==> src/rtl/rmii_frame_tx.sv <==
// RMII transmit framer: preamble, SFD, payload fetched from a registered-Q byte FIFO,
// zero padding to MIN_LEN, CRC-32 FCS, then the inter-frame gap.
module rmii_frame_tx #(
  parameter int MIN_LEN    = 60,
  parameter int MAX_LEN    = 1514,
  parameter int IFG_CYCLES = 48
) (
  input  logic        rmii_clk,
  input  logic        sys_rst,
  input  logic        tx_start,
  input  logic [15:0] tx_amount,
  output logic        tx_req,
  input  logic [7:0]  tx_data,
  output logic        tx_busy,
  output logic        tx_done,
  output logic        rmii_txen,
  output logic [1:0]  rmii_txdata
);

  localparam logic [15:0] MIN_L = 16'(MIN_LEN);
  localparam logic [15:0] MAX_L = 16'(MAX_LEN);
  localparam logic [15:0] IFG_L = 16'(IFG_CYCLES - 1);

  typedef enum logic [2:0] {IDLE, PRE, SFD, DATA, PAD, FCS, IFG} state_t;

  state_t      state;
  logic [1:0]  slot;
  logic [15:0] cnt;
  logic [15:0] len;
  logic [7:0]  shreg;
  logic [31:0] crc;
  logic [31:0] crc_upd;

  function automatic logic [31:0] crc_dibit(input logic [31:0] c, input logic [1:0] d);
    logic [31:0] r;
    r = c;
    for (int i = 0; i < 2; i++) begin
      r = (r[0] ^ d[i]) ? ((r >> 1) ^ 32'hEDB88320) : (r >> 1);
    end
    return r;
  endfunction

  // CRC including the dibit going onto the wire this cycle
  always_comb begin
    crc_upd = crc_dibit(crc, shreg[1:0]);
  end

  // The state registers run one cycle ahead of the registered wire outputs:
  // each edge in a byte state emits shreg[1:0] and decides the following byte at slot 3.
  always_ff @(posedge rmii_clk) begin
    if (sys_rst) begin
      state       <= IDLE;
      slot        <= 2'd0;
      cnt         <= 16'd0;
      len         <= 16'd0;
      shreg       <= 8'h00;
      crc         <= 32'hFFFFFFFF;
      tx_req      <= 1'b0;
      tx_busy     <= 1'b0;
      tx_done     <= 1'b0;
      rmii_txen   <= 1'b0;
      rmii_txdata <= 2'b00;
    end else begin
      tx_req  <= 1'b0;
      tx_done <= 1'b0;
      case (state)
        IDLE: begin
          tx_busy     <= 1'b0;
          rmii_txen   <= 1'b0;
          rmii_txdata <= 2'b00;
          if (tx_start) begin
            state <= PRE;
            slot  <= 2'd0;
            cnt   <= 16'd0;
            shreg <= 8'h55;
            crc   <= 32'hFFFFFFFF;
            len   <= (tx_amount > MAX_L) ? MAX_L : tx_amount;
          end
        end
        IFG: begin
          tx_busy     <= 1'b1;
          rmii_txen   <= 1'b0;
          rmii_txdata <= 2'b00;
          if (cnt == IFG_L) begin
            state   <= IDLE;
            tx_done <= 1'b1;
            cnt     <= 16'd0;
          end else begin
            cnt <= cnt + 16'd1;
          end
        end
        default: begin
          tx_busy     <= 1'b1;
          rmii_txen   <= 1'b1;
          rmii_txdata <= shreg[1:0];
          shreg       <= {2'b00, shreg[7:2]};
          slot        <= slot + 2'd1;
          if (state == DATA || state == PAD) crc <= crc_upd;
          // Request the next payload byte so it arrives by slot 3 of the current byte
          if (slot == 2'd1)
            tx_req <= (state == SFD && len != 16'd0) || (state == DATA && (cnt + 16'd1) < len);
          if (slot == 2'd3) begin
            case (state)
              PRE: begin
                if (cnt == 16'd6) begin
                  state <= SFD;
                  cnt   <= 16'd0;
                  shreg <= 8'hD5;
                end else begin
                  cnt   <= cnt + 16'd1;
                  shreg <= 8'h55;
                end
              end
              SFD: begin
                cnt <= 16'd0;
                if (len != 16'd0) begin
                  state <= DATA;
                  shreg <= tx_data;
                end else begin
                  state <= PAD;
                  shreg <= 8'h00;
                end
              end
              DATA: begin
                if ((cnt + 16'd1) < len) begin
                  cnt   <= cnt + 16'd1;
                  shreg <= tx_data;
                end else if (len < MIN_L) begin
                  state <= PAD;
                  cnt   <= len;
                  shreg <= 8'h00;
                end else begin
                  state <= FCS;
                  cnt   <= 16'd0;
                  shreg <= ~crc_upd[7:0];
                  crc   <= {8'h00, ~crc_upd[31:8]};
                end
              end
              PAD: begin
                if ((cnt + 16'd1) < MIN_L) begin
                  cnt   <= cnt + 16'd1;
                  shreg <= 8'h00;
                end else begin
                  state <= FCS;
                  cnt   <= 16'd0;
                  shreg <= ~crc_upd[7:0];
                  crc   <= {8'h00, ~crc_upd[31:8]};
                end
              end
              FCS: begin
                if (cnt == 16'd3) begin
                  state <= IFG;
                  cnt   <= 16'd0;
                end else begin
                  cnt   <= cnt + 16'd1;
                  shreg <= crc[7:0];
                  crc   <= {8'h00, crc[31:8]};
                end
              end
              default: ;
            endcase
          end
        end
      endcase
    end
  end

endmodule

==> config.mk <==
export PLATFORM = sky130hd
export DESIGN_NAME = rmii_frame_tx
export DESIGN_NICKNAME = d
export VERILOG_FILES = /design/src/rtl/rmii_frame_tx.sv
export SDC_FILE = /design/constraint.sdc
export NUM_CORES = 1
export LEC_CHECK = 0
export BUFFER_PORTS_ARGS = -buffer_cell sky130_fd_sc_hd__buf_2
export CAP_MARGIN = 15
export CORE_ASPECT_RATIO = 1.75
export CORE_MARGIN = 2
export CORE_UTILIZATION = 55
export CTS_CLUSTER_SIZE = 40
export DETAILED_ROUTE_END_ITERATION = 16
export PLACE_DENSITY = 0.7
export SYNTH_ARGS = -nofsm -noshare
export SYNTH_HDL_FRONTEND = slang
export SYNTH_SLANG_ARGS = --single-unit
==> constraint.sdc <==
create_clock -name rmii_clk -period 7.9 [get_ports rmii_clk]
set_clock_uncertainty 0.15 [all_clocks]
set_input_delay 0.395 -clock rmii_clk [delete_from_list [all_inputs] [get_ports rmii_clk]]
set_output_delay 0.395 -clock rmii_clk [all_outputs]
set_load 0.1 [all_outputs]
==> metrics.cfg <==
[timing]
fin_ws_ns = 3.146
rsz0062_at_grt = false
worst_slew_pin_slew_ns = 1.071
period_needed_ns = 4.754
finalMaxSlewViolations = 0
finalCritPeriodShare_pct = 60.18
finalHoldViolations = 0
setup_viol = 0
slew-limit-headroom_pct = 28.55
fmaxAchievable_mhz = 210.3
tns_ns = 0

[critical_path]
cp_slowest_cell = dfxtp_1
cp_top_family = simple AND/OR/NAND/NOR gates
worst_path_largest_cell_delay_ns = 0.48
crit_buf_inv = 1
cp.required_ns = 7.94
path_class = flip-flop to flip-flop
reg2reg_slack_ns = 3.15
end_kind = flip-flop
path_cells = ha_1 -> nand3_1 -> nor2_1 -> nand2_1 -> nor2_1 -> and3_1 -> xnor2_1 -> inv_1 -> ha_1 -> nand4_1 -> nor4_1 -> a32oi_1 -> o211ai_1 -> o21a_1 -> nand3_2 -> nand2_2 -> o221ai_1
arrival_ns = 4.80
crit_fanout = 21
startpoint_type = flip-flop

[detailed_routing]
drt_first_pass_iters = 5
wl_per_cell_um = 20.72
vias_per_cell = 6.536
routed_wl_mm = 17.32
remaining_drc_errors = 0
drt-initial-drc-count = 363
vias = 5464
ant_nets = 0

[global_route]
antenna_found_initial = 0
grt_pass1_wl_mm = 27.85
grtUsageTotal_pct = 33.46
grt_pass1_vias = 5557
grt_max_degree = 35
globalRouteOverflowTotal = 0

[place]
dp_worst_setup_slack_ns = 3.206
dp_hpwl_mm = 12.91
dpl-instance-area_um2 = 5612
port_buffers = 32
gp_congestion = 0.9312

[yosys]
syn_inst = 697
seq_area_frac_synth_pct = 30.34
dominantRegCellSynth = dfxtp_1
synth_warnings = 0
synth_enable_flop_cells = 0
syn_area_per_cell_um2 = 7.857
async_flop_share_pct = 0
ys_ff_latch = 83
yosys.cell_types.count = 76
synth_fp_nets = 743
synth_area_um2 = 5477

[final_layout]
area_growth_pct = 7.928
final_cell_mix = 83 x dfxtp_1, 79 x nand2_1, 66 x a21oi_1
final_common_cell = dfxtp_1
antenna_cells = 0
drive_above_1_share_pct = 13.50
postLayoutCoreUtil_pct = 60.38
finalInstanceArea_um2 = 5911
final_nets = 753

[floorplanning]
core_area_um2 = 9789
initial_core_util_pct = 55.94
die_area_um2 = 10800
dieHeight_um = 136.0
die-width_um = 79.43
rows = 48
pin_count = 33

[clock_network]
htreeDepth = 3
cts_setup_buffers = 0
cts_tree = built
cts_num_sinks = 83
root_buffer = clkbuf_16
path_clk_slew_ns = 0.06
cts_hold_buf = 0
worstSkewPairLatency_ns = 0.35
max-clock-path-buffers = 2
cts_resized = 0
cts_buffers = 9

[worst_hold_path]
hp-class = primary input to flip-flop

[pwr]
peakVddDrop_v = 0.0001772
power_density_nw_per_um2 = 274.6
p_leak_nw = 2.425

[run_status]
outcome = complete, no violations

[run]
cap_violations = 0

[cell type report]
class                      instances  area (um^2)
inverter                          46        172.7
tap                              125        156.4
sequential                        83         1662
multi-input combinational        528         3423
clock buffer                      10        229.0
fill                             920         3879
clock inverter                     5        55.05
timing repair buffer              39        212.7
[report_power, final]
group	switching (mW)	total, mW	internal [mW]
Sequential	0.0726	0.537	0.465
Combinational	0.457	0.670	0.213
Clock	0.173	0.415	0.242
Total	0.703	1.62	0.920
[through the flow]
stage	hold WS (ns)	cells	total power, mW
6_report	0.1565	836	1.623
5_1_grt	0.1588	836	1.712
4_1_cts	0.1549	834	1.599
3_5_place_dp	0.3457	819	1.186
3_3_place_gp	0.3301	819	1.173
2_1_floorplan	0.2944	697	1.016
[layer usage]
layer  vias up  part of all wire (%)  GRT usage (%)
li1       2573                     -              -
met1      2582                    34          31.63
met2       207                    53          60.18
met3       102                   4.2          6.308
met4         0                   9.0          28.45
met5         -                     0              0
[worst register-to-register path: stages (launching register included)]
cell and delay [ns]:
dfxtp_1 0.48, ha_1 0.33, nand3_1 0.20, nor2_1 0.21, nand2_1 0.12, nor2_1 0.25, and3_1 0.22, xnor2_1 0.15
inv_1 0.07, ha_1 0.29, nand4_1 0.14, nor4_1 0.29, a32oi_1 0.13, o211ai_1 0.31, o21a_1 0.29, nand3_2 0.44
nand2_2 0.37, o221ai_1 0.14
[worst paths after layout]
kind,start,endpoint,depth (start not counted)
setup / recovery,cnt[0],crc[20],17
hold / removal,tx_amount[4],len[4],3
setup reg to reg,cnt[0],crc[20],17
hold reg to reg,len[9],len[9],2
[cell usage after synthesis (5+ instances only)]
library cell / count / area, um^2
nand4_1: 8 / 50.05
o21ai_2: 8 / 70.07
nor2_1: 51 / 191.4
xnor2_1: 23 / 201.4
a21oi_1: 66 / 330.3
nor2b_1: 8 / 50.05
clkbuf_1: 19 / 71.32
o21ai_1: 7 / 35.03
a22oi_1: 10 / 75.07
nand2_1: 79 / 296.5
o211ai_1: 18 / 135.1
inv_1: 45 / 168.9
a31oi_1: 7 / 43.79
and2_1: 5 / 31.28
o22ai_1: 10 / 62.56
a211oi_1: 9 / 67.56
dfxtp_1: 83 / 1662
xor2_1: 14 / 122.6
o21ai_0: 28 / 140.1
o221a_2: 6 / 67.56
buf_2: 8 / 40.04
nand3_1: 17 / 85.08
a221oi_1: 11 / 96.34
ha_1: 19 / 237.7
nor3_1: 20 / 100.1
nand2b_1: 8 / 50.05
and3_1: 10 / 62.56
or3_1: 5 / 31.28
[sequential cells by signal (all words and copies together), names as in the netlist, 2 cells and up]
signal	flops
slot	2
len	16
rmii_txdata	2
state	3
cnt	16
shreg	8
crc	32
[kinds of logic after synthesis]
| group | Yosys count | share of synthesized area (%) |
|---|---|---|
| flip-flops | 83 | 30.34 |
| AND/OR/NAND/NOR | 235 | 21.22 |
| adder cells (fa/ha/maj) | 19 | 4.341 |
| multiplexers | 2 | 0.3656 |
| XOR/XNOR | 39 | 6.511 |
| AO/OA/AOI/OAI | 233 | 30.07 |
| buffers and inverters | 86 | 7.151 |
(Power assumes the default switching activity.)
